<file path="src/rtl/alsu_pkg.sv">
// rtl/alsu_pkg.sv - shared state and opcode definitions for the ALSU pipeline
package alsu_pkg;

  typedef enum logic [1:0] {
    IDLE = 2'd0,
    BUSY = 2'd1,
    DONE = 2'd2
  } state_t;

  localparam logic [2:0] OP_AND   = 3'd0;
  localparam logic [2:0] OP_XOR   = 3'd1;
  localparam logic [2:0] OP_ADD   = 3'd2;
  localparam logic [2:0] OP_MUL   = 3'd3;
  localparam logic [2:0] OP_SHIFT = 3'd4;
  localparam logic [2:0] OP_ROT   = 3'd5;

endpackage

</file>
<file path="src/rtl/alsu_seq_mul.sv">
// rtl/alsu_seq_mul.sv - unsigned shift-add multiplier, one partial product per cycle
module alsu_seq_mul #(
  parameter int WIDTH = 3
) (
  input  logic               clk,
  input  logic               rst,
  input  logic               i_start,
  input  logic [WIDTH-1:0]   i_a,
  input  logic [WIDTH-1:0]   i_b,
  output logic               o_done,
  output logic [2*WIDTH-1:0] o_product
);

  localparam int              CW       = $clog2(WIDTH + 1);
  localparam logic [CW-1:0]   CNT_INIT = CW'(WIDTH);
  localparam logic [CW-1:0]   CNT_ONE  = CW'(1);

  logic               r_busy;
  logic [CW-1:0]      r_cnt;
  logic [2*WIDTH-1:0] r_mcand;
  logic [WIDTH-1:0]   r_mplier;
  logic [2*WIDTH-1:0] r_acc;

  // Load operands on start, then add one shifted multiplicand per cycle until
  // the counter empties; the done cycle itself drops busy on the next edge.
  always_ff @(posedge clk or posedge rst) begin
    if (rst) begin
      r_busy   <= 1'b0;
      r_cnt    <= '0;
      r_mcand  <= '0;
      r_mplier <= '0;
      r_acc    <= '0;
    end else if (i_start) begin
      r_busy   <= 1'b1;
      r_cnt    <= CNT_INIT;
      r_mcand  <= {{WIDTH{1'b0}}, i_a};
      r_mplier <= i_b;
      r_acc    <= '0;
    end else if (r_busy) begin
      if (r_cnt != '0) begin
        if (r_mplier[0]) begin
          r_acc <= r_acc + r_mcand;
        end
        r_mcand  <= r_mcand << 1;
        r_mplier <= r_mplier >> 1;
        r_cnt    <= r_cnt - CNT_ONE;
      end else begin
        r_busy <= 1'b0;
      end
    end
  end

  assign o_done    = r_busy && (r_cnt == '0);
  assign o_product = r_acc;

endmodule

</file>
<file path="src/rtl/alsu_pipe.sv">
// rtl/alsu_pipe.sv - handshaked ALSU: logic, add, multiply, shift/rotate with held result
module alsu_pipe
  import alsu_pkg::*;
#(
  parameter int WIDTH      = 3,
  parameter     PRIORITY   = "A",
  parameter     FULL_ADDER = "ON"
) (
  input  logic               clk,
  input  logic               rstn,
  input  logic               in_valid,
  output logic               in_ready,
  input  logic [WIDTH-1:0]   A,
  input  logic [WIDTH-1:0]   B,
  input  logic               cin,
  input  logic               serial,
  input  logic               direction,
  input  logic               op_A,
  input  logic               op_B,
  input  logic               bypass_A,
  input  logic               bypass_B,
  input  logic [2:0]         opcode,
  output logic               out_valid,
  input  logic               out_ready,
  output logic [2*WIDTH-1:0] out,
  output logic               err,
  output logic [15:0]        leds
);

  localparam int W2      = 2 * WIDTH;
  localparam bit PRI_B   = (PRIORITY == "B");
  localparam bit USE_CIN = (FULL_ADDER == "ON");

  state_t          r_state;
  state_t          w_state_next;
  logic            r_init;
  logic [W2-1:0]   r_out;
  logic            r_err;
  logic [W2-1:0]   r_sr;

  logic            w_accept;
  logic            w_is_mul;
  logic [WIDTH-1:0] w_pri;
  logic            w_cin;
  logic [W2-1:0]   w_result;
  logic            w_err;
  logic [W2-1:0]   w_sr_next;
  logic            w_sr_we;
  logic            w_mul_done;
  logic [W2-1:0]   w_product;

  // r_init keeps in_ready low until the first edge after reset releases.
  assign in_ready  = ((r_state == IDLE) && !r_init) || ((r_state == DONE) && out_ready);
  assign out_valid = (r_state == DONE);
  assign w_accept  = in_valid && in_ready;
  assign w_is_mul  = !bypass_A && !bypass_B && (opcode == OP_MUL);
  assign w_pri     = PRI_B ? B : A;
  assign w_cin     = USE_CIN & cin;

  // Single-cycle result and shift-register update for the presented request.
  always_comb begin
    w_result  = '0;
    w_err     = 1'b0;
    w_sr_next = r_sr;
    w_sr_we   = 1'b0;
    if (bypass_A && bypass_B) begin
      w_result = {{WIDTH{1'b0}}, w_pri};
    end else if (bypass_A) begin
      w_result = {{WIDTH{1'b0}}, A};
    end else if (bypass_B) begin
      w_result = {{WIDTH{1'b0}}, B};
    end else begin
      case (opcode)
        OP_AND: begin
          if (op_A && op_B)  w_result = {{(W2-1){1'b0}}, &w_pri};
          else if (op_A)     w_result = {{(W2-1){1'b0}}, &A};
          else if (op_B)     w_result = {{(W2-1){1'b0}}, &B};
          else               w_result = {{WIDTH{1'b0}}, A & B};
        end
        OP_XOR: begin
          if (op_A && op_B)  w_result = {{(W2-1){1'b0}}, ^w_pri};
          else if (op_A)     w_result = {{(W2-1){1'b0}}, ^A};
          else if (op_B)     w_result = {{(W2-1){1'b0}}, ^B};
          else               w_result = {{WIDTH{1'b0}}, A ^ B};
        end
        OP_ADD: begin
          w_result = {{WIDTH{1'b0}}, A} + {{WIDTH{1'b0}}, B} + {{(W2-1){1'b0}}, w_cin};
        end
        OP_MUL: begin
          w_result = '0;
        end
        OP_SHIFT: begin
          w_sr_we   = 1'b1;
          w_sr_next = direction ? {r_sr[W2-2:0], serial} : {serial, r_sr[W2-1:1]};
          w_result  = w_sr_next;
        end
        OP_ROT: begin
          w_sr_we   = 1'b1;
          w_sr_next = direction ? {r_sr[W2-2:0], r_sr[W2-1]} : {r_sr[0], r_sr[W2-1:1]};
          w_result  = w_sr_next;
        end
        default: begin
          w_err = 1'b1;
        end
      endcase
    end
  end

  // State register.
  always_ff @(posedge clk or posedge rstn) begin
    if (rstn) r_state <= IDLE;
    else      r_state <= w_state_next;
  end

  // Next-state: multiply detours through BUSY, everything else lands in DONE.
  always_comb begin
    w_state_next = r_state;
    case (r_state)
      IDLE: begin
        if (w_accept) w_state_next = w_is_mul ? BUSY : DONE;
      end
      BUSY: begin
        if (w_mul_done) w_state_next = DONE;
      end
      DONE: begin
        if (out_ready) begin
          if (in_valid) w_state_next = w_is_mul ? BUSY : DONE;
          else          w_state_next = IDLE;
        end
      end
      default: w_state_next = IDLE;
    endcase
  end

  // Result, error flag and shift register; the held result only changes on
  // acceptance, multiply completion, or error clear when the consumer drains.
  always_ff @(posedge clk or posedge rstn) begin
    if (rstn) begin
      r_init <= 1'b1;
      r_out  <= '0;
      r_err  <= 1'b0;
      r_sr   <= '0;
    end else begin
      r_init <= 1'b0;
      if (w_accept) begin
        r_out <= w_is_mul ? '0 : w_result;
        r_err <= w_is_mul ? 1'b0 : w_err;
        if (w_sr_we) r_sr <= w_sr_next;
      end else if ((r_state == BUSY) && w_mul_done) begin
        r_out <= w_product;
      end else if ((r_state == DONE) && out_ready) begin
        r_err <= 1'b0;
      end
    end
  end

  alsu_seq_mul #(
    .WIDTH(WIDTH)
  ) u_mul (
    .clk      (clk),
    .rst      (rstn),
    .i_start  (w_accept && w_is_mul),
    .i_a      (A),
    .i_b      (B),
    .o_done   (w_mul_done),
    .o_product(w_product)
  );

  assign out  = r_out;
  assign err  = r_err;
  assign leds = r_err ? 16'hFFFF : 16'h0000;

endmodule

</file>
<file path="config.mk">
export PLATFORM = sky130hd
export DESIGN_NAME = alsu_pipe
export DESIGN_NICKNAME = d
export VERILOG_FILES = /design/src/rtl/alsu_pkg.sv /design/src/rtl/alsu_seq_mul.sv /design/src/rtl/alsu_pipe.sv
export SDC_FILE = /design/constraint.sdc
export NUM_CORES = 1
export LEC_CHECK = 0
export ABC_AREA = 1
export BUFFER_PORTS_ARGS = -buffer_cell sky130_fd_sc_hd__buf_2
export CAP_MARGIN = 20
export CORE_MARGIN = 2
export CORE_UTILIZATION = 50
export DETAILED_ROUTE_END_ITERATION = 8
export GPL_TIMING_DRIVEN = 0
export PLACE_DENSITY = 0.73
export SLEW_MARGIN = 10
export SYNTH_ARGS = -nofsm -noshare
export SYNTH_HDL_FRONTEND = slang
export SYNTH_SLANG_ARGS = --single-unit
</file>
<file path="constraint.sdc">
create_clock -name clk -period 3.95 [get_ports clk]
set_input_delay 0 -clock clk [delete_from_list [all_inputs] [get_ports clk]]
set_output_delay 0 -clock clk [all_outputs]
set_load 0.02 [all_outputs]
</file>
After elaboration in Yosys (flattened, before gate mapping):

Index checks and enable logic that the tools add are counted.

* reduce and logical (&&, ||, !) cells: 35
* bitwise gates (word level): 5
* equal/unequal tests: 11
* multiplexer cells: 51
* $add $sub $neg: 4

Operators by type and width (count)
* two-way mux 6 bit: 15
* case mux 6 bit (5 select lines): 1
* two-way mux 3 bit: 9
* two-way mux 16 bit: 1
* two-way mux 2 bit: 8
* two-way mux 1 bit: 15
* nonzero test 2 bit: 7
* case mux 6 bit (2 select lines): 1
* AND reduction 3 bit: 4
* logical AND 1 bit: 10
* adder 6 bit: 1
* equality test 3 x 2 -> 1 bit (second input constant): 2
* equality test 3 bit (second input constant): 2
* inequality test 2 bit (second input constant): 3
* case mux 2 bit (3 select lines): 1
* AND reduction 6 bit: 1
* OR reduction 6 bit: 1
* XOR reduction 3 bit: 2
* adder 4 x 1 -> 5 bit: 1
* adder 3 x 3 -> 4 bit: 1
* logical NOT 2 bit: 2
* AND reduction 2 bit: 2
* AND 3 bit: 1
* equality test 3 x 1 -> 1 bit (second input constant): 1
* 10 further kinds: 14

* register bits after elaboration: 34
* output and inout port bits: 25
* word-level logic and storage cells: 116

Logic depth before layout (Yosys ltp):

* depth after elaboration: 10
* depth in mapped cells: 12
* mapped depth without buffers: 11

Modules after synthesis:

From an unflattened synthesis, not the netlist that was laid out.

* cells, all modules: 319
* area, all modules: 2461.1 um^2

Modules (own cells, without submodules)
* alsu_pipe: seq. area each 401.6 um^2, cells an instance 212, times used 1, area each 1482.7 um^2
* alsu_seq_mul: seq. area each 450.4 um^2, cells an instance 107, times used 1, area each 978.4 um^2

Worst setup path after synthesis:

No wires, ideal clock.

* path type: register to register
* from: register r_state[0]
* to: register u_mul.r_mplier[1]
* clock period less this slack: 1.715 ns
* path buffers: 2
* arrival time: 1.586 ns
* stages on the path, launching flop included: 10
* setup slack: 2.235 ns
* setup time: 0.129 ns
* cells stage by stage: dfrtp_1 > nor2_4 > nand2_2 > o21ai_4 > nand2_4 > or2_1 > buf_6 > buf_6 > nand3_1 > o211ai_2

* word-level cells in the longest chain between the ends: 7

RTL lines
* start: declaration: RTL line alsu_pipe.sv:34 `state_t r_state;`
* start signal: assignment: RTL line alsu_pipe.sv:112 `else r_state <= w_state_next;`
* equality test 2 bit *
* named net out_valid: RTL line alsu_pipe.sv:23 `output logic out_valid,`
* logical AND 1 bit *: RTL line alsu_pipe.sv:53 `assign in_ready = ((r_state == IDLE) && !r_init) || ((r_state == DONE) && out_ready);`
* logical OR 1 bit *: RTL line alsu_pipe.sv:53
* named net in_ready: RTL line alsu_pipe.sv:12 `output logic in_ready,`
* logical AND 1 bit *: RTL line alsu_pipe.sv:55 `assign w_accept = in_valid && in_ready;`
* logical AND 1 bit *: RTL line alsu_pipe.sv:162 `.i_start (w_accept && w_is_mul),`
* nonzero test 2 bit (no source line)
* AND reduction 2 bit (no source line)
* end signal: assignment: RTL line alsu_seq_mul.sv:37 `r_mplier <= i_b;`
* end signal: assignment: RTL line alsu_seq_mul.sv:45 `r_mplier <= r_mplier >> 1;`
* end: declaration: RTL line alsu_seq_mul.sv:21 `logic [WIDTH-1:0] r_mplier;`

Mark *: on every way through the listed nets, which the timed path passes. The rest lies on a longest branch.
A chain may end at the register's enable or synchronous reset.

Final worst setup path:

* from: register u_mul.r_cnt[0]
* to: register u_mul.r_acc[1] (netlist: u_mul.o_product[1])

* word-level cells in the longest chain between the ends: 3

RTL lines
* start: declaration: RTL line alsu_seq_mul.sv:19 `logic [CW-1:0] r_cnt;`
* start signal: assignment: RTL line alsu_seq_mul.sv:46 `r_cnt <= r_cnt - CNT_ONE;`
* nonzero test 2 bit: RTL line alsu_seq_mul.sv:40 `if (r_cnt != '0) begin`
* nonzero test 2 bit (no source line)
* AND reduction 3 bit (no source line)
* end signal: assignment: RTL line alsu_seq_mul.sv:42 `r_acc <= r_acc + r_mcand;`
* end: declaration: RTL line alsu_seq_mul.sv:22 `logic [2*WIDTH-1:0] r_acc;`

No other way between the ends.

==> key figures <==
Status
  • Run status: finished clean

Timing
  • Final critical-path required period: 1.808 ns
  • Total setup violations reported at the end of the flow: 0
  • Worst hold slack across all endpoints: 0.01315 ns
  • Hold Violations, Final: 0
  • Transition time at the pin with the least slew margin: 0.7122 ns
  • Total Neg Setup Slack: 0 ns
  • Max-Slew Margin vs Limit: 52.45%
  • Fmax: 553.0 MHz
  • Final setup slack of the worst path: 2.142 ns
  • Number of pins with negative max-slew slack in the final report: 0
  • Setup repair after global routing missed its margin: no
  • Worst setup skew after layout: 0.008400 ns
  • Final worst path period share: 45.78%

Floorplanning
  • Row cnt: 24
  • Boundary pin count: 45
  • DIE AREA: 5285 µm²
  • Std-Cell Core Area: 4444 µm²
  • Width of the chip: 72.70 µm
  • Initial standard-cell utilization of the core: 53.10%
  • Die extent in y: 72.70 µm

Synthesis
  • Count of flip-flops with a built-in enable after synthesis: 0
  • Post-synth design cell area: 2360 µm²
  • Largest family of logic cells by synthesized area: simple AND/OR/NAND/NOR gates
  • Cell type contributing the most total cell area after synthesis: dfrtp_1
  • Number of nets in the synthesized netlist: 337
  • Compound-Gate Fraction of Synth Area: 16.65%
  • Count of synthesis-stage warnings from yosys: 0
  • Leading post-synthesis cells by cell area: dfrtp_1, nand2_1, inv_1
  • Post-synthesis cell type count: 41
  • Most frequent cell after synthesis: nand2_1
  • Synth Area in Simple Gates: 22.43%
  • Xor/xnor share of the synthesized area: 1.856%
  • Cell count after synthesis: 303
  • Number of storage elements in the synthesis netlist: 34
  • Main flop type after synthesis: dfrtp_1
  • Adder-cell share of the synthesized area: 8.378%
  • Average cell area after synthesis: 7.788 µm²
  • Async set-reset flop share out of synthesis: 100.0%
  • Share of Yosys cell area claimed by the top area cell type: 34.99%
  • Share of the yosys chip area belonging to registers: 36.11%
  • Ranking of synthesized cells by instance count: nand2_1, inv_1, dfrtp_1, nor2_1, o21ai_0
  • Multiplexer area fraction after synthesis: 0.4242%

Clocking
  • Total CTS buffers: 5
  • Clk Latency, worst-skew pair: 0.28 ns
  • TritonCTS clock tree: done
  • Max Root-Sink Buffers: 2
  • Number of sinks driven by the clock tree: 34
  • Clock transition time at the flip-flop clock pins of the worst setup and hold paths: 0.07 ns
  • Number of H-tree branching levels: 2
  • CTS root buf: clkbuf_8
  • Setup Buffers After CTS: 0

Pwr
  • Total power per unit cell area: 444.4 nW/µm²
  • Pleak: 1.470 nW
  • Total Power: 0.001216 W
  • Peak supply drop: 292.9 µV

Finish
  • Multi-input gate area in the final layout: 1177 µm²
  • Layout cells sized above 1: 24.51%
  • Final Instance Count excl. Fillers: 407
  • Total inserted antenna cells: 0
  • Number of fillers in the final layout: 407
  • Growth of design area from synthesis to finish: 15.96%
  • FF+latch area: 852.1 µm²
  • Post-layout net count: 389

Worst hold path
  • Hold Path End: u_mul.r_mcand[0]
  • Hold Crit Class: primary input to register
  • Startpoint of the most critical hold path: A[0]
  • Worst hold path depth: 3

Placement
  • Routability congestion estimate from global placement: 0.8895
  • Worst slack at placement: 2.177 ns
  • Detailed Place HPWL: 3864 µm
  • Number of input and output port buffers inserted: 43
  • Instance count after placement with tap cells included: 398

Critical path
  • Slowest cell on the critical path: o21ai_2
  • Endpoint required time on the critical path: 4.10 ns
  • Largest fanout on the critical path: 8
  • Worst reg2reg setup slack: 2.14 ns
  • Buffering stage count on the worst path with inverters included: 2
  • CP delay by family, top: compound AO/OA/AOI/OAI gates
  • Crit path cell chain: inv_1 > ha_1 > nor2_4 > clkinv_1 > o21ai_2 > o22ai_1
  • WP data arrival: 1.96 ns
  • Largest incremental delay on the critical path: 0.37 ns
  • Length in cells of the worst reg-to-reg path: 6
  • Worst Setup Path Type: register to register
  • Endpoint of the worst register-to-register path: u_mul.o_product[1]
  • Reg-to-Reg Start: u_mul.r_cnt[0]
  • Element type at the critical path end: register
  • Type of origin of the critical path: register

Route
  • Total detailed-routing wirelength: 4922 µm
  • Number of nets still failing antenna checks after routing: 0
  • Drt drc: 0
  • Violation count after the first detailed-routing iteration: 82
  • First-pass iteration count of the detailed router: 4
  • Drt via density: 5.015
  • Average wire length per cell after detail routing: 12.09 µm
  • Via count: 2041

Global route
  • Via count of the first global-routing pass: 1935
  • Overall Global Routing Usage: 20.89%
  • Antenna violations before repair: 0
  • Grt total ovfl: 0
  • Maximum number of pins on one net before global-route repair: 35
  • Wire length of the first global-routing pass: 8556 µm

Flow run
  • Max-cap check violation count: 0
## cells by family (layout without fill, tap and decap cells)
kind of cell               count (synthesis)  after routing
AOI/OAI and AO/OA                         64             64
adders and majority gates                 14             14
other                                      1              1
DFF                                       34             34
muxes                                      1              1
buffers and inverters                     68            120
and+or+nand+nor                          116            116
xor gates and xnor gates                   5              5
## cell type report
class	count	area share, %
timing repair buffer	45	8.596
inverter	49	6.722
buffer	19	5.350
multi-input combinational	201	43.03
clock buffer	7	2.789
sequential	34	31.14
tap	52	2.378
## power breakdown
group          leakage [nW]  switching [W]  internal [W]  total (W)
Combinational         0.990       0.000288      0.000181   0.000469
Sequential            0.441      0.0000594      0.000447   0.000507
Clock                0.0383       0.000119      0.000121   0.000240
## repair_timing
item                                    CTS  global route
endpoints found under the hold margin    34             0
endpoints found under the setup margin    0             0
resized for setup                         0             0
hold buffers                              2             0
## per-layer routing
metal  global-route usage, %  wire (µm)  up-vias
li1                        -          -     1081
met1                   26.77       2262      920
met2                   35.76       2429       34
met3                   4.144        176        6
met4                   6.173         53        0
met5                       0          0        -
## tightest hold or removal path, cell delays in order
cell     delay, ns
buf_2         0.15
nand2_1       0.07
nand2_1       0.04
## worst max path at each step
stage          depth (start not counted)  slack [ns]      startpoint                 end
2_1_floorplan                          9        2.24      r_state[0]   u_mul.r_mplier[1]
4_1_cts                                6        2.15  u_mul.r_cnt[0]  u_mul.o_product[1]
6_report                               6        2.14  u_mul.r_cnt[0]  u_mul.o_product[1]
3_3_place_gp                           9        2.21  u_mul.r_cnt[0]  u_mul.o_product[5]
5_1_grt                                9        1.99  u_mul.r_cnt[0]  u_mul.o_product[5]
3_5_place_dp                           6        2.18  u_mul.r_cnt[0]  u_mul.o_product[3]
## sequential cells by signal, indices dropped and copies added, names as in the netlist, 2 cells and up
signal	flops
u_mul.r_mplier	3
u_mul.o_product	6
r_sr	6
u_mul.r_mcand	6
r_state	2
u_mul.r_cnt	2
out	6
## layout by cell type, fill, tap and decap left out, types with 2 or more instances in the layout
master         count
clkbuf_1           3
xor2_1             4
a21oi_1           15
o22ai_1            5
nand2_1           58
buf_2             43
a31oi_1            5
inv_1             41
buf_6              2
o21bai_1           2
ha_1              11
o21ai_0           23
dlygate4sd3_1      2
nor2_1            26
nand2_2            3
o21ai_1            2
inv_2              7
nand4_1            4
buf_4             16
o211ai_1           4
dfrtp_1           33
nand3_1           16
fa_1               3
clkbuf_8           5
nor2_4             3
## stage by stage
step	instance area (µm²)	utilization, %
floorplan	2360	-
detailed placement	2640	59.40
global placement	2640	59.40
global route	2736	61.57
CTS	2736	61.57
finish	2736	61.57
Note: power is estimated with default switching activity, not from simulation.
